`config.mk`:
```
export PLATFORM = sky130hd
export DESIGN_NAME = otl_axil_mem_bridge
export DESIGN_NICKNAME = d
export VERILOG_FILES = /design/src/rtl/otl_axil_mem_bridge.sv
export SDC_FILE = /design/constraint.sdc
export NUM_CORES = 1
export LEC_CHECK = 0
export ABC_AREA = 1
export CORE_MARGIN = 5
export CORE_UTILIZATION = 42
export DETAILED_ROUTE_END_ITERATION = 8
export GPL_TIMING_DRIVEN = 0
export PLACE_DENSITY = 0.85
export SLEW_MARGIN = 20
export SYNTH_ARGS = -nofsm -noshare
export SYNTH_HDL_FRONTEND = slang
export SYNTH_SLANG_ARGS = --single-unit
export TNS_END_PERCENT = 100
```
`constraint.sdc`:
```
create_clock -name s_axi_aclk -period 1.67 [get_ports s_axi_aclk]
set_input_delay 0.334 -clock s_axi_aclk [delete_from_list [all_inputs] [get_ports s_axi_aclk]]
set_output_delay 0.334 -clock s_axi_aclk [all_outputs]
set_load 0.02 [all_outputs]
```
`src/rtl/otl_axil_mem_bridge.sv`:
```
// otl_axil_mem_bridge: AXI4-Lite slave bridged onto a single-port memory request port
// Ports: s_axi_* AXI4-Lite slave (AW/W/B/AR/R), m_req_* shared memory request
// (read or write, held until m_req_ready), m_rsp_* read data return (no backpressure).
// Out-of-window accesses answer DECERR without touching memory.
module otl_axil_mem_bridge #(
  parameter int ADDRW = 32,
  parameter int DATAW = 32,
  parameter int MEM_AW = 10,
  parameter logic [ADDRW-1:0] BASE_ADDR = '0
) (
  input  logic                 s_axi_aclk,
  input  logic                 s_axi_areset,
  input  logic [ADDRW-1:0]     s_axi_awaddr,
  input  logic [2:0]           s_axi_awprot,
  input  logic                 s_axi_awvalid,
  output logic                 s_axi_awready,
  input  logic [DATAW-1:0]     s_axi_wdata,
  input  logic [DATAW/8-1:0]   s_axi_wstrb,
  input  logic                 s_axi_wvalid,
  output logic                 s_axi_wready,
  output logic [1:0]           s_axi_bresp,
  output logic                 s_axi_bvalid,
  input  logic                 s_axi_bready,
  input  logic [ADDRW-1:0]     s_axi_araddr,
  input  logic [2:0]           s_axi_arprot,
  input  logic                 s_axi_arvalid,
  output logic                 s_axi_arready,
  output logic [DATAW-1:0]     s_axi_rdata,
  output logic [1:0]           s_axi_rresp,
  output logic                 s_axi_rvalid,
  input  logic                 s_axi_rready,
  output logic                 m_req_valid,
  input  logic                 m_req_ready,
  output logic                 m_req_we,
  output logic [MEM_AW-1:0]    m_req_addr,
  output logic [DATAW-1:0]     m_req_wdata,
  output logic [DATAW/8-1:0]   m_req_wstrb,
  input  logic                 m_rsp_valid,
  input  logic [DATAW-1:0]     m_rsp_rdata
);
  localparam int SW = DATAW / 8;
  localparam int OFS = $clog2(SW);
  localparam int WB = MEM_AW + OFS;
  typedef enum logic [1:0] {W_COLLECT, W_REQ, W_RESP} ws_t;
  typedef enum logic [1:0] {R_IDLE, R_REQ, R_WAIT, R_RESP} rs_t;
  ws_t ws_q, ws_d;
  rs_t rs_q, rs_d;
  logic aw_held_q, w_held_q, prio_q, lock_q, gnt_rd_q;
  logic [ADDRW-1:0] awaddr_q, araddr_q;
  logic [DATAW-1:0] wdata_q, rdata_q;
  logic [SW-1:0] wstrb_q;
  logic [1:0] bresp_q, rresp_q;
  logic rst, aw_hs, w_hs, ar_hs, b_hs, r_hs, wr_pend, rd_pend, gnt_rd, acc, wr_acc, rd_acc;
  logic [ADDRW-1:0] waddr;
  logic unused;
  function automatic logic in_win(input logic [ADDRW-1:0] a);
    return (a >> WB) == (BASE_ADDR >> WB);
  endfunction
  assign rst = s_axi_areset;
  assign unused = ^{s_axi_awprot, s_axi_arprot, awaddr_q, araddr_q};
  assign aw_hs = s_axi_awvalid & s_axi_awready;
  assign w_hs = s_axi_wvalid & s_axi_wready;
  assign ar_hs = s_axi_arvalid & s_axi_arready;
  assign b_hs = s_axi_bvalid & s_axi_bready;
  assign r_hs = s_axi_rvalid & s_axi_rready;
  assign waddr = aw_held_q ? awaddr_q : s_axi_awaddr;
  assign wr_pend = ws_q == W_REQ;
  assign rd_pend = rs_q == R_REQ;
  // a stalled request keeps its grant; otherwise the priority owner wins a tie
  assign gnt_rd = lock_q ? gnt_rd_q : rd_pend & (~wr_pend | prio_q);
  assign acc = m_req_valid & m_req_ready;
  assign wr_acc = acc & ~gnt_rd;
  assign rd_acc = acc & gnt_rd;
  always_ff @(posedge s_axi_aclk) begin
    if (rst) begin
      ws_q <= W_COLLECT;
      rs_q <= R_IDLE;
      aw_held_q <= 1'b0;
      w_held_q <= 1'b0;
      awaddr_q <= '0;
      araddr_q <= '0;
      wdata_q <= '0;
      wstrb_q <= '0;
      rdata_q <= '0;
      bresp_q <= 2'b00;
      rresp_q <= 2'b00;
      prio_q <= 1'b0;
      lock_q <= 1'b0;
      gnt_rd_q <= 1'b0;
    end else begin
      ws_q <= ws_d;
      rs_q <= rs_d;
      if (aw_hs) begin
        awaddr_q <= s_axi_awaddr;
        aw_held_q <= 1'b1;
      end
      if (w_hs) begin
        wdata_q <= s_axi_wdata;
        wstrb_q <= s_axi_wstrb;
        w_held_q <= 1'b1;
      end
      if (b_hs) begin
        aw_held_q <= 1'b0;
        w_held_q <= 1'b0;
      end
      if (ws_q == W_COLLECT && ws_d == W_RESP) bresp_q <= 2'b11;
      if (wr_acc) bresp_q <= 2'b00;
      if (ar_hs) araddr_q <= s_axi_araddr;
      if (ar_hs && rs_d == R_RESP) begin
        rresp_q <= 2'b11;
        rdata_q <= '0;
      end
      if (rs_q == R_WAIT && m_rsp_valid) begin
        rdata_q <= m_rsp_rdata;
        rresp_q <= 2'b00;
      end
      lock_q <= m_req_valid & ~m_req_ready;
      gnt_rd_q <= gnt_rd;
      // flip only on a fresh tie, not while a stalled request is held
      if (~lock_q & wr_pend & rd_pend) prio_q <= ~prio_q;
    end
  end
  always_comb begin
    ws_d = ws_q;
    if (ws_q == W_COLLECT && (aw_held_q | aw_hs) && (w_held_q | w_hs)) ws_d = in_win(waddr) ? W_REQ : W_RESP;
    else if (ws_q == W_REQ && wr_acc) ws_d = W_RESP;
    else if (ws_q == W_RESP && b_hs) ws_d = W_COLLECT;
  end
  always_comb begin
    rs_d = rs_q;
    if (rs_q == R_IDLE && ar_hs) rs_d = in_win(s_axi_araddr) ? R_REQ : R_RESP;
    else if (rs_q == R_REQ && rd_acc) rs_d = R_WAIT;
    else if (rs_q == R_WAIT && m_rsp_valid) rs_d = R_RESP;
    else if (rs_q == R_RESP && r_hs) rs_d = R_IDLE;
  end
  always_comb begin
    s_axi_awready = ~rst & (ws_q == W_COLLECT) & ~aw_held_q;
    s_axi_wready = ~rst & (ws_q == W_COLLECT) & ~w_held_q;
    s_axi_bvalid = ~rst & (ws_q == W_RESP);
    s_axi_bresp = s_axi_bvalid ? bresp_q : 2'b00;
    s_axi_arready = ~rst & (rs_q == R_IDLE);
    s_axi_rvalid = ~rst & (rs_q == R_RESP);
    s_axi_rresp = s_axi_rvalid ? rresp_q : 2'b00;
    s_axi_rdata = s_axi_rvalid ? rdata_q : '0;
    m_req_valid = ~rst & (wr_pend | rd_pend);
    m_req_we = m_req_valid & ~gnt_rd;
    m_req_addr = ~m_req_valid ? '0 : gnt_rd ? araddr_q[WB-1:OFS] : awaddr_q[WB-1:OFS];
    m_req_wdata = m_req_we ? wdata_q : '0;
    m_req_wstrb = m_req_we ? wstrb_q : '0;
  end
endmodule

```
After elaboration in Yosys (flattened, before gate mapping)
Index checks and enable logic that the tools add are counted.
{"block": "classes", "n_eq_ne": 7, "mux": 20, "bitwise_logic": 32, "n_reduce_logical": 18}
{"operator": "2-to-1 mux 32 bit", "n": 5}
{"operator": "zero test 32 bit", "n": 2}
{"operator": "2-to-1 mux 2 bit", "n": 11}
{"operator": "bitwise AND 1 bit", "n": 20}
{"operator": "2-to-1 mux 10 bit", "n": 2}
{"operator": "equality test 2 bit, second input constant", "n": 5}
{"operator": "logical AND 1 bit", "n": 10}
{"operator": "NOT 1 bit", "n": 8}
{"operator": "OR reduction 2 bit", "n": 3}
{"operator": "equality test 2 x 1 -> 1 bit, second input constant", "n": 2}
{"operator": "zero test 2 bit", "n": 2}
{"operator": "2-to-1 mux 4 bit", "n": 1}
{"operator": "OR 1 bit", "n": 4}
{"operator": "nonzero test 2 bit", "n": 1}
{"operator": "2-to-1 mux 1 bit", "n": 1}
{"block": "totals", "reg_bits": 123, "in_bits": 147, "wordCells": 91}

Depth between registers and ports, before layout
{"block": "depth", "depth_word": 13, "ltp_mapped": 10}

Least setup slack after synthesis
OpenSTA, ideal clock, no wires.
{"block": "synth_path", "path_kind": "input to output", "start": "input port s_axi_areset", "end": "output port s_axi_bresp[1]", "arrival_time_ns": 1.479, "slack_ns": -0.143, "stages": 5, "path_cell_list": "buf_2 -> inv_4 -> nand2_1 -> nor3b_1 -> buf_4"}
{"block": "synth_via", "elab_chain_cells": 3}
{"item": "start: declaration", "line_no": "12", "source": "input logic s_axi_areset,"}
{"item": "NOT 1 bit", "line_no": "139", "source": "s_axi_bvalid = ~rst & (ws_q == W_RESP);"}
{"item": "bitwise AND 1 bit", "line_no": "139"}
{"item": "2-to-1 mux 2 bit", "line_no": "140", "source": "s_axi_bresp = s_axi_bvalid ? bresp_q : 2'b00;"}
{"item": "end: declaration", "line_no": "21", "source": "output logic [1:0] s_axi_bresp,"}
Every way passes these cells.

Worst setup path in the final report
{"block": "layout_path", "start": "register ws_q[0]", "end": "output port m_req_wdata[21]"}
{"block": "layout_via", "elab_chain_cells": 8, "elab_cells_between_ends": 10, "cone_classes": "eq/ne (1); mux (2); bitwise (7)"}
{"item": "start: declaration", "line_no": "46", "source": "ws_t ws_q, ws_d;"}
{"item": "start signal: assignment", "line_no": "91", "source": "ws_q <= ws_d;"}
{"item": "equality test 2 x 1 -> 1 bit (*)", "line_no": "67", "source": "assign wr_pend = ws_q == W_REQ;"}
{"item": "NOT 1 bit", "line_no": "70", "source": "assign gnt_rd = lock_q ? gnt_rd_q : rd_pend & (~wr_pend | prio_q);"}
{"item": "OR 1 bit", "line_no": "70"}
{"item": "bitwise AND 1 bit", "line_no": "70"}
{"item": "2-to-1 mux 1 bit", "line_no": "70"}
{"item": "NOT 1 bit", "line_no": "146", "source": "m_req_we = m_req_valid & ~gnt_rd;"}
{"item": "bitwise AND 1 bit (*)", "line_no": "146"}
{"item": "2-to-1 mux 32 bit (*)", "line_no": "148", "source": "m_req_wdata = m_req_we ? wdata_q : '0;"}
{"item": "end: declaration", "line_no": "36", "source": "output logic [DATAW-1:0] m_req_wdata,"}
Every way passes the cells marked *; elsewhere a longest branch is shown, timed or not.

==> results.cfg <==
[status]
status = finished with violations
violated_checks = negative setup slack

[worst_setup_path]
worstPathRequired_ps = 1340
crit-reg2reg-capture = rdata_q[10]
capture_point_of_the_critical_path = m_req_wdata[21]
critPathMaxFanout = 7
critPathSlowestCell = sky130_fd_sc_hd__dfxtp_4
crit-reg2reg-launch = rs_q[1]
critical_path_depth = 11
ff2ff_setup_slack_ps = 50
cp.arrival_ps = 1840
worstSetupEndpointType = output pin
cp_slowest_stage_delay_ps = 370
worstRegToRegCells = 8
cp_num_buf_inv = 5
startpoint_type = flip-flop
critical_path_cell_by_cell = inv_4 -> nor2_4 -> nand2_2 -> nand2_2 -> nand2_4 -> inv_8 -> nand2_8 -> buf_12 -> clkbuf_16 -> nor2_4 -> buf_6
critical-path-top-delay-family = buffers and inverters
critical_path.startpoint = ws_q[0]
path_class = reg -> out

[die]
placementRows = 41
ioPinCount = 236
initial_core_util = 0.428
placeableCoreArea_um2 = 12600
die-area_um2 = 15200
dieHeight_um = 123
chipWidth_um = 123

[timing]
timing.final.crit_period_ps = 2170
final.setup_skew_ps = 7.54
layout_worst_path_cycle_share = 1.30
worst_pin_slew_ps = 601
timing.final.max_slew_violations = 0
finalSetupViolCount = 88
maxSlewHeadroom = 0.599
layout_setup_ws_ps = -505
hold_viol_final = 0
tns_ps = -28500
fmax_mhz = 460
unrepaired_setup_endpoints_after_global_routing = yes

[clocking]
tritoncts.num_buffers = 17
cts.path.max_buffers = 2
post_cts_hold_buffer_count = 0
cts_root_buffer = sky130_fd_sc_hd__clkbuf_16
tritoncts = built
cts.reportedPaths.clkPinSlew_ps = 50
clk_latency_ps = 420
cts_sinks = 119
cts.htree.levels = 4

[finish]
most-common-layout-cells = 135 x sky130_fd_sc_hd__clkdlybuf4s50_1, 117 x sky130_fd_sc_hd__a21oi_1, 115 x sky130_fd_sc_hd__dfxtp_1
layout_cell_share_with_drive_strength_beyond_1 = 0.281
num_antenna_cells = 0
fill_cells = 867
commonest_non_fill_non_tap_cell_in_the_layout = sky130_fd_sc_hd__clkdlybuf4s50_1
area_growth_syn_to_layout_pct = 75.8
final-instance-count-excl-fill = 1215
multi_input_comb_area_um2 = 2780
num-nets-final = 1177
final-seq-area_um2 = 2400

[yosys]
synth_area_leaders = sky130_fd_sc_hd__dfxtp_1 44%, sky130_fd_sc_hd__a21oi_1 12%, sky130_fd_sc_hd__nor2_1 6.8%
synth-edff-count = 0
synth_top_area_frac = 0.443
yosys_register_bits = 119
syn_nets = 896
synth_flop_cell = sky130_fd_sc_hd__dfxtp_1
synth_top_area_cell = sky130_fd_sc_hd__dfxtp_1
synth.lib_cells_used.distinct = 30
seq_area_frac_synth = 0.443
number_of_standard_cells_after_synthesis = 749
syn-mean-instance-area_um2 = 7.17
async_reset_ff_frac = 0
syn-cell-area_um2 = 5370
synth.yosys.warnings = 0

[grt]
grt_pass1_vias = 5888
track_usage = 0.243
pin_count_of_the_biggest_net_entering_global_routing = 17
first_pass_grt_wire_length_um = 28500
globalRouteOverflowTotal = 0
antenna_violations_before_repair = 0

[power]
combPwrFrac = 0.209
sequential_share_of_power = 0.371
cellLeakagePower_nw = 3.54
power.density_cell_area_nw_per_um2 = 888
portion_of_total_power_attributed_to_the_clock_network = 0.420
intPower_mw = 6.11
switch_pwr_mw = 2.28
p_sw_frac = 0.272
worst_ir_drop_vdd_uv = 653

[detailed_routing]
via_per_inst = 4.99
detail_route.iter0.violations = 375
antenna_left = 0
wl_per_cell_um = 16.1
finalWirelength_um = 19600
route.vias.total = 6065
drtPass1Iterations = 5
drc = 0

[placed_design]
dp.cells = 1145
gp_congestion = 0.810
io_buffer_count = 224
detailedPlacementHpwl_um = 12900
dp_worst_setup_slack_ps = -770

[flow_run]
cap_violations = 0

[min_path]
hold_class = in -> reg
## logic make-up (layout without fill, tap and decap cells)
logic type / after synthesis / in the layout / synth area share
AO/OA/AOI/OAI: 190 / 190 / 0.178
buffers and inverters: 153 / 447 / 0.125
flip-flops: 119 / 119 / 0.443
AND/OR/NAND/NOR: 287 / 287 / 0.254
## worst min-delay path by stage
stage | from | end | slack [ps] | depth (start not counted)
after floorplan | m_req_ready | lock_q | 410 | 1
after global placement | wdata_q[1] | wdata_q[1] | 440 | 2
after detailed placement | wdata_q[7] | wdata_q[7] | 440 | 2
after CTS | s_axi_areset | prio_q | 310 | 2
after global routing | s_axi_areset | prio_q | 340 | 2
final | s_axi_areset | prio_q | 320 | 2
## per-stage QoR
stage,total power [mW],hold slack [ps],util,cell area [um^2]
floorplan,3.91,406,-,5400
global placement,4.50,438,0.625,7860
detailed placement,4.54,444,0.625,7860
CTS,8.30,306,0.719,9040
global route,8.73,336,0.752,9450
finish,8.39,318,0.752,9450
## routing by layer
layer / track usage / up-vias / share of wire
met1: 0.275 / 2846 / 0.38
li1: - / 2950 / -
met3: 0.0791 / 42 / 0.085
met4: 0.104 / 0 / 0.030
met2: 0.419 / 227 / 0.50
met5: 0 / - / 0
## power by group through the flow
stage | clock [mW] | sequential [mW] | combinational (mW)
finish | 3.52 | 3.11 | 1.75
global route | 3.71 | 3.13 | 1.89
CTS | 3.56 | 3.11 | 1.64
detailed placement | 0 | 3.16 | 1.38
global placement | 0 | 3.15 | 1.35
floorplan | 0 | 3.14 | 0.766
## final cells by class
type / count / share of cell area
Clock inverter: 10 / 0.0109
Tap cell: 172 / 0.0228
Sequential cell: 119 / 0.254
Inverter: 103 / 0.0436
Timing Repair Buffer: 265 / 0.292
Clock buffer: 22 / 0.0491
Multi-Input combinational cell: 477 / 0.294
Buffer: 47 / 0.0344
## synthesized netlist by cell type (2+ instances only)
cell                       instances
sky130_fd_sc_hd__a21oi_1         124
sky130_fd_sc_hd__buf_1             3
sky130_fd_sc_hd__buf_12            2
sky130_fd_sc_hd__buf_2            17
sky130_fd_sc_hd__buf_4             2
sky130_fd_sc_hd__buf_6             4
sky130_fd_sc_hd__clkbuf_1         22
sky130_fd_sc_hd__dfxtp_1         119
sky130_fd_sc_hd__inv_1            96
sky130_fd_sc_hd__inv_2             5
sky130_fd_sc_hd__nand2_1          92
sky130_fd_sc_hd__nand2_2           2
sky130_fd_sc_hd__nand2_4           3
sky130_fd_sc_hd__nand3_1          61
sky130_fd_sc_hd__nand4_1           3
sky130_fd_sc_hd__nor2_1           97
sky130_fd_sc_hd__nor2_2            3
sky130_fd_sc_hd__nor2_4           19
sky130_fd_sc_hd__o21ai_0          64
## sequential cells by signal (all words and copies together) (netlist names)
signal,count
rdata_q,32
wdata_q,32
awaddr_q,30
araddr_q,10
wstrb_q,4
rs_q,2
ws_q,2
aw_held_q,1
bresp_q,1
gnt_rd_q,1
lock_q,1
prio_q,1
rresp_q,1
w_held_q,1
## what timing repair did
| action | 4_1_cts | 5_1_grt |
|---|---|---|
| gates cloned | 2 | 2 |
| gates resized for setup | 616 | 91 |
| pin swaps | 6 | 8 |
| endpoints found under the setup margin | 89 | 114 |
| buffers inserted | 24 | 16 |
Power figures use the tool's default switching activity.
